===== config.mk =====
export PLATFORM = sky130hd
export DESIGN_NAME = mac_array_ctrl
export DESIGN_NICKNAME = d
export VERILOG_FILES = /design/src/rtl/mac_pkg.sv /design/src/rtl/mac_out_addr_gen.sv /design/src/rtl/mac_array_ctrl.sv
export SDC_FILE = /design/constraint.sdc
export NUM_CORES = 1
export LEC_CHECK = 0
export BUFFER_PORTS_ARGS = -buffer_cell sky130_fd_sc_hd__buf_4
export CORE_MARGIN = 2
export CORE_UTILIZATION = 41
export CTS_CLUSTER_SIZE = 10
export DETAILED_ROUTE_END_ITERATION = 12
export PLACE_DENSITY = 0.72
export SYNTH_ARGS = -nofsm -noshare
export SYNTH_HDL_FRONTEND = slang
export SYNTH_SLANG_ARGS = --single-unit

===== constraint.sdc =====
create_clock -name clk -period 3.75 [get_ports clk]
set_clock_uncertainty 0.2 [all_clocks]
set_input_delay 0.1875 -clock clk [delete_from_list [all_inputs] [get_ports clk]]
set_output_delay 0.1875 -clock clk [all_outputs]
set_load 0.01 [all_outputs]

===== src/rtl/mac_pkg.sv =====
// Shared types and constants for the MAC systolic-array sequencer.
// Holds the state encoding, the array instruction codes and the drain watchdog slack.
package mac_pkg;

  typedef enum logic [2:0] {
    IDLE,
    LOAD,
    GAP,
    EXEC,
    DRAIN,
    DONE
  } ctrl_state_t;

  localparam logic [1:0] INST_IDLE = 2'b00;
  localparam logic [1:0] INST_LOAD = 2'b01;
  localparam logic [1:0] INST_EXEC = 2'b10;

  localparam int DRAIN_SLACK = 4;

  // Cycles the watchdog allows beyond cfg_len: worst-case skew through the array plus slack.
  function automatic int drain_extra(input int rows, input int cols);
    return 2 * (rows + cols) + DRAIN_SLACK;
  endfunction

endpackage


===== src/rtl/mac_out_addr_gen.sv =====
// Output-row write counter and psum address generator for mac_array_ctrl.
// Registers the array's last-column valid into a write strobe, capped at cfg_len writes.
module mac_out_addr_gen
  import mac_pkg::*;
#(
  parameter int addr_bw = 11,
  parameter int len_bw  = 11
) (
  input  logic               clk,
  input  logic               reset,
  input  logic               clear,
  input  logic               capture_en,
  input  logic               abort,
  input  logic               valid_in,
  input  logic [addr_bw-1:0] cfg_o_base,
  input  logic [len_bw-1:0]  len,
  output logic               out_wr_en,
  output logic [addr_bw-1:0] out_wr_addr,
  output logic               complete
);

  logic [addr_bw-1:0] o_base_q, o_base_d;
  logic [len_bw-1:0]  cnt_q, cnt_d;
  logic               wr_en_q, wr_en_d;
  logic [addr_bw-1:0] wr_addr_q, wr_addr_d;

  // NOTE: every variable gets a default before any branch so no latch is inferred.
  always_comb begin
    o_base_d  = o_base_q;
    cnt_d     = cnt_q;
    wr_en_d   = 1'b0;
    wr_addr_d = wr_addr_q;
    if (clear) begin
      o_base_d = cfg_o_base;
      cnt_d    = '0;
    end else if (capture_en && !abort && valid_in && (cnt_q < len)) begin
      wr_en_d   = 1'b1;
      wr_addr_d = o_base_q + addr_bw'(cnt_q);
      cnt_d     = cnt_q + 1'b1;
    end
  end

  // NOTE: state registers use non-blocking assignments so all flops update together.
  always_ff @(posedge clk or negedge reset) begin
    if (!reset) begin
      o_base_q  <= '0;
      cnt_q     <= '0;
      wr_en_q   <= 1'b0;
      wr_addr_q <= '0;
    end else begin
      o_base_q  <= o_base_d;
      cnt_q     <= cnt_d;
      wr_en_q   <= wr_en_d;
      wr_addr_q <= wr_addr_d;
    end
  end

  assign out_wr_en   = wr_en_q;
  assign out_wr_addr = wr_addr_q;
  assign complete    = (cnt_q == len);

endmodule


===== src/rtl/mac_array_ctrl.sv =====
// Tile sequencer for the 2D MAC systolic array: kernel load, pipeline gap, activation
// streaming and drain, with psum write-back, abort and a drain watchdog.
module mac_array_ctrl
  import mac_pkg::*;
#(
  parameter int row     = 8,
  parameter int col     = 8,
  parameter int addr_bw = 11,
  parameter int len_bw  = 11
) (
  input  logic               clk,
  input  logic               reset,
  input  logic               start,
  input  logic               abort,
  input  logic               cfg_data_mode,
  input  logic [len_bw-1:0]  cfg_len,
  input  logic [addr_bw-1:0] cfg_w_base,
  input  logic [addr_bw-1:0] cfg_x_base,
  input  logic [addr_bw-1:0] cfg_o_base,
  input  logic [col-1:0]     arr_valid,
  output logic               rd_en,
  output logic [addr_bw-1:0] rd_addr,
  output logic [1:0]         inst_w,
  output logic               data_mode,
  output logic               out_wr_en,
  output logic [addr_bw-1:0] out_wr_addr,
  output logic               busy,
  output logic               done,
  output logic               err
);

  localparam int CNT_BW   = (len_bw > $clog2(row) + 1) ? len_bw : $clog2(row) + 1;
  localparam int WD_EXTRA = drain_extra(row, col);
  localparam int WD_BW    = $clog2((2 ** len_bw) + WD_EXTRA + 1);

  ctrl_state_t        state_q, state_d;
  logic [CNT_BW-1:0]  cnt_q, cnt_d;
  logic [WD_BW-1:0]   wd_q, wd_d;
  logic [addr_bw-1:0] w_base_q, w_base_d;
  logic [addr_bw-1:0] x_base_q, x_base_d;
  logic [len_bw-1:0]  len_q, len_d;
  logic               data_mode_q, data_mode_d;
  logic [1:0]         inst_w_q, inst_w_d;
  logic               err_q, err_d;

  logic start_ok;
  logic load_last;
  logic gap_last;
  logic exec_last;
  logic wd_last;
  logic capture_en;
  logic complete;

  // Only the last column's valid marks a finished output row.
  logic unused_arr_valid;
  assign unused_arr_valid = ^arr_valid[col-2:0];

  assign start_ok   = (state_q == IDLE) && start && !abort;
  assign load_last  = (cnt_q == CNT_BW'(row - 1));
  assign gap_last   = data_mode_q || load_last;
  assign exec_last  = (cnt_q == (CNT_BW'(len_q) - CNT_BW'(1)));
  assign wd_last    = (wd_q == (WD_BW'(len_q) + WD_BW'(WD_EXTRA - 1)));
  assign capture_en = (state_q == EXEC) || (state_q == DRAIN);

  always_comb begin
    state_d     = state_q;
    cnt_d       = cnt_q;
    wd_d        = wd_q;
    w_base_d    = w_base_q;
    x_base_d    = x_base_q;
    len_d       = len_q;
    data_mode_d = data_mode_q;
    inst_w_d    = INST_IDLE;
    err_d       = err_q;

    unique case (state_q)
      IDLE: begin
        if (start_ok) begin
          w_base_d    = cfg_w_base;
          x_base_d    = cfg_x_base;
          len_d       = cfg_len;
          data_mode_d = cfg_data_mode;
          err_d       = 1'b0;
          cnt_d       = '0;
          wd_d        = '0;
          state_d     = (cfg_len == '0) ? DONE : LOAD;
        end
      end
      LOAD: begin
        // Instruction follows its read by one cycle to match SRAM latency.
        inst_w_d = INST_LOAD;
        cnt_d    = cnt_q + 1'b1;
        if (load_last) begin
          cnt_d   = '0;
          state_d = GAP;
        end
      end
      GAP: begin
        cnt_d = cnt_q + 1'b1;
        if (gap_last) begin
          cnt_d   = '0;
          wd_d    = '0;
          state_d = EXEC;
        end
      end
      EXEC: begin
        inst_w_d = INST_EXEC;
        cnt_d    = cnt_q + 1'b1;
        wd_d     = wd_q + 1'b1;
        if (exec_last) begin
          cnt_d   = '0;
          state_d = DRAIN;
        end
      end
      DRAIN: begin
        wd_d = wd_q + 1'b1;
        if (complete) begin
          state_d = DONE;
        end else if (wd_last) begin
          err_d   = 1'b1;
          state_d = DONE;
        end
      end
      DONE: begin
        state_d = IDLE;
      end
      default: begin
        state_d = IDLE;
      end
    endcase

    if (abort) begin
      state_d  = IDLE;
      inst_w_d = INST_IDLE;
      cnt_d    = '0;
    end
  end

  always_ff @(posedge clk or negedge reset) begin
    if (!reset) begin
      state_q     <= IDLE;
      cnt_q       <= '0;
      wd_q        <= '0;
      w_base_q    <= '0;
      x_base_q    <= '0;
      len_q       <= '0;
      data_mode_q <= 1'b0;
      inst_w_q    <= INST_IDLE;
      err_q       <= 1'b0;
    end else begin
      state_q     <= state_d;
      cnt_q       <= cnt_d;
      wd_q        <= wd_d;
      w_base_q    <= w_base_d;
      x_base_q    <= x_base_d;
      len_q       <= len_d;
      data_mode_q <= data_mode_d;
      inst_w_q    <= inst_w_d;
      err_q       <= err_d;
    end
  end

  always_comb begin
    rd_en   = 1'b0;
    rd_addr = '0;
    if (state_q == LOAD) begin
      rd_en   = 1'b1;
      rd_addr = w_base_q + addr_bw'(cnt_q);
    end else if (state_q == EXEC) begin
      rd_en   = 1'b1;
      rd_addr = x_base_q + addr_bw'(cnt_q);
    end
  end

  assign inst_w    = inst_w_q;
  assign data_mode = data_mode_q;
  assign busy      = (state_q != IDLE);
  assign done      = (state_q == DONE);
  assign err       = err_q;

  mac_out_addr_gen #(
    .addr_bw(addr_bw),
    .len_bw (len_bw)
  ) u_out_addr_gen (
    .clk        (clk),
    .reset      (reset),
    .clear      (start_ok),
    .capture_en (capture_en),
    .abort      (abort),
    .valid_in   (arr_valid[col-1]),
    .cfg_o_base (cfg_o_base),
    .len        (len_q),
    .out_wr_en  (out_wr_en),
    .out_wr_addr(out_wr_addr),
    .complete   (complete)
  );

endmodule


==> metrics <==
setup TNS=0 ps; Top Ports=87; Routed Antenna Nets=0; fill cell count=1537; FP Rows=46; Bufs and invs on worst path=1; via count=6167; Yosys cell types=65; CP max-delay cell=dfrtp_1; share of cells above drive strength 1=13.3%; full die area=17300 sq um; Max-cap violations=0; global route overflow=0; PwrDens=582 nW/um^2; Leakage Power=3.93 nW; CTS Root Cell=clkbuf_16; critical path cell sequence=ha_1, fa_1, a21oi_1, a2bb2oi_1, a21oi_1, a31oi_1, xnor2_1, mux2i_1, mux2_2, buf_4; Post-Route WL=17600 um; Layout area overhead=23.1%; clk sinks=97; Area contributors post-synth=dfrtp_1, nand2_1, ha_1, o21ai_0, xnor2_1; Max stage delay on crit path=480 ps; fin util=51.8%; Slew headroom=33.2%; Hold WC Path Type=in2reg; Clock transition at path regs=70 ps; ANT cells=0; crit-path most repeated cell=a21oi_1; warning count from the yosys run=0; Synth top cells by count=nand2_1, dfrtp_1, o21ai_0, nor2_1, ha_1; period utilization=94.1%; cells after synthesis=810; worst-path fanout max=7; Starting Density=42.0%; fin crit period=3530 ps; Remaining DRCs=0; DIE HEIGHT=132 um; syn nets=915; CP top delay family=compound AO/OA/AOI/OAI gates; Setup crit end kind=output port; # setup viols final=0; total track usage=20.6%; RSZ-0062 raised after global routing=no; FF+latch count, synth=97; Synth async-reset ratio=100%; Post-synth EDFFs=0; antenna violations before repair=0; average wire per standard cell=15.4 um; Syn Area/Cell=8.24 sq um; Nets=1026; worst skew pair latency=350 ps; CTS max path bufs=2; Die X=132 um; Post-Syn Area=6680 sq um; TritonCTS Buffers=9; sequential-to-total area share from yosys stat=36.4%; CP arrival=3140 ps; core area=15900 sq um; Tot Pwr=4.79 mW; DRT Pass-1 Iters=5; vias in the first global route=5934; area leader, netlist=dfrtp_1; initial drt markers=492; Final HPWL DP=12600 um; Max Slew Vio Count=0; final hold vios=0; GP Congestion=0.907; CTS resizes=0; I/O Buffers=79; H-tree Lvls=3; outcome=finished, final reports clean; largest net degree at the start of global routing=55; ys flop type=dfrtp_1; Worst EP required=3360 ps; TritonCTS clock tree=done; Crit Path Category=reg2out; first-pass GRT wire length=29200 um; CP startpoint kind=register; count leader, synth=nand2_1; Tightest Pin Transition=992 ps; CTS hold repair buffers=47; Max rail drop VDD=0.000306 V; # Post-CTS Setup Buffers=0; post-synth top area share=36.4%; Max Fclk=284 MHz; Vias/cell=5.40
==> through the flow <==
stage	area (sq um)	cells	setup WS (ps)	hold slack [ps]
5_1_grt	8220	1142	16.2	136
3_5_place_dp	7470	1079	615	91.6
4_1_cts	8220	1142	209	84.7
3_3_place_gp	7470	1079	653	90.7
6_report	8220	1142	223	94.6
2_1_floorplan	6680	810	898	-308
==> report_power, final <==
part           internal, mW  leakage, nW  switching, mW
clock                 0.483        0.137          0.417
combinational         0.981         2.52           1.22
sequential             1.35         1.27          0.335
==> logic make-up (layout without fill, tap and decap cells) <==
group | count (synthesis) | after routing | synth area share [%]
AND/OR/NAND/NOR | 331 | 331 | 23.1
AO/OA/AOI/OAI | 199 | 199 | 18.8
flip-flops | 97 | 97 | 36.4
buffers and inverters | 77 | 193 | 4.69
XOR/XNOR | 51 | 51 | 6.69
adder cells (fa/ha/maj) | 48 | 48 | 9.33
multiplexers | 7 | 7 | 1.11
==> final timing paths <==
| path | end | cells after the start | start | slack, ps |
|---|---|---|---|---|
| max reg2reg | cnt_q[3] | 9 | len_q[0] | 640 |
| max | rd_addr[10] | 10 | cnt_q[0] | 220 |
| max in group asynchronous | inst_w[1] | 3 | reset | 2300 |
| min reg2reg | u_out_addr_gen.o_base_q[6] | 2 | u_out_addr_gen.o_base_q[6] | 280 |
| min in group asynchronous | u_out_addr_gen.o_base_q[10] | 2 | reset | 240 |
| min | state_q[2] | 3 | start | 90 |
==> worst reg2reg max path: stages, from the launching register on <==
cell and delay [ps]:
dfrtp_1 530, inv_1 160, ha_1 320, xnor2_1 230
mux2_2 370, a21oi_1 170, nand4_1 90, nand3b_2 230
a21oi_2 480, o22ai_1 180
==> routing by layer <==
| metal | track usage, % | vias to the layer above | routed length, um |
|---|---|---|---|
| met2 | 33.5 | 160 | 8280 |
| met3 | 2.82 | 26 | 820 |
| met5 | 0 | - | 0 |
| met4 | 7.00 | 0 | 316 |
| met1 | 28.3 | 2901 | 8170 |
| li1 | - | 3080 | - |
==> cell type report <==
cell class / instances / area [sq um] / area share, %
multi-input combinational: 636 / 3950 / 48.0
sequential: 97 / 2430 / 29.5
timing repair buffer: 137 / 1150 / 13.9
tap: 216 / 270 / 3.29
clock buffer: 11 / 253 / 3.07
inverter: 40 / 150 / 1.83
clock inverter: 5 / 30.0 / 0.365
==> state kept, by name, summed over array words and instances, names as in the netlist <==
| signal | cells |
|---|---|
| inst_w | 2 |
| cnt_q | 11 |
| u_out_addr_gen.cnt_q | 11 |
| len_q | 11 |
| data_mode | 1 |
| u_out_addr_gen.o_base_q | 11 |
| wd_q | 12 |
| err | 1 |
| state_q | 3 |
| u_out_addr_gen.out_wr_addr | 11 |
| u_out_addr_gen.out_wr_en | 1 |
| x_base_q | 11 |
| w_base_q | 11 |
==> cells in the final DEF (no fill, tap or decap), types with 5 or more instances in the layout <==
cell           synthesis  final
o31ai_1                9      9
inv_1                 40     40
dfrtp_1               97     97
clkbuf_16              0      9
nand3_1               15     15
or3_1                 13     13
a21o_1                14     14
or4_1                  5      5
or2_2                  7      7
nor2b_1                6      6
xnor2_1               30     30
dlygate4sd3_1          0     47
nor4_1                 8      8
nor2_1                50     50
buf_4                  0     90
nand2_1              162    162
a21oi_1               39     39
o21ai_0               68     68
a31oi_1                8      8
nor3_1                15     15
o22ai_1               10     10
o21a_1                 6      6
xor2_1                21     21
nand4_1               14     14
ha_1                  45     45
and3_1                15     15
Power figures use the tool's default switching activity.
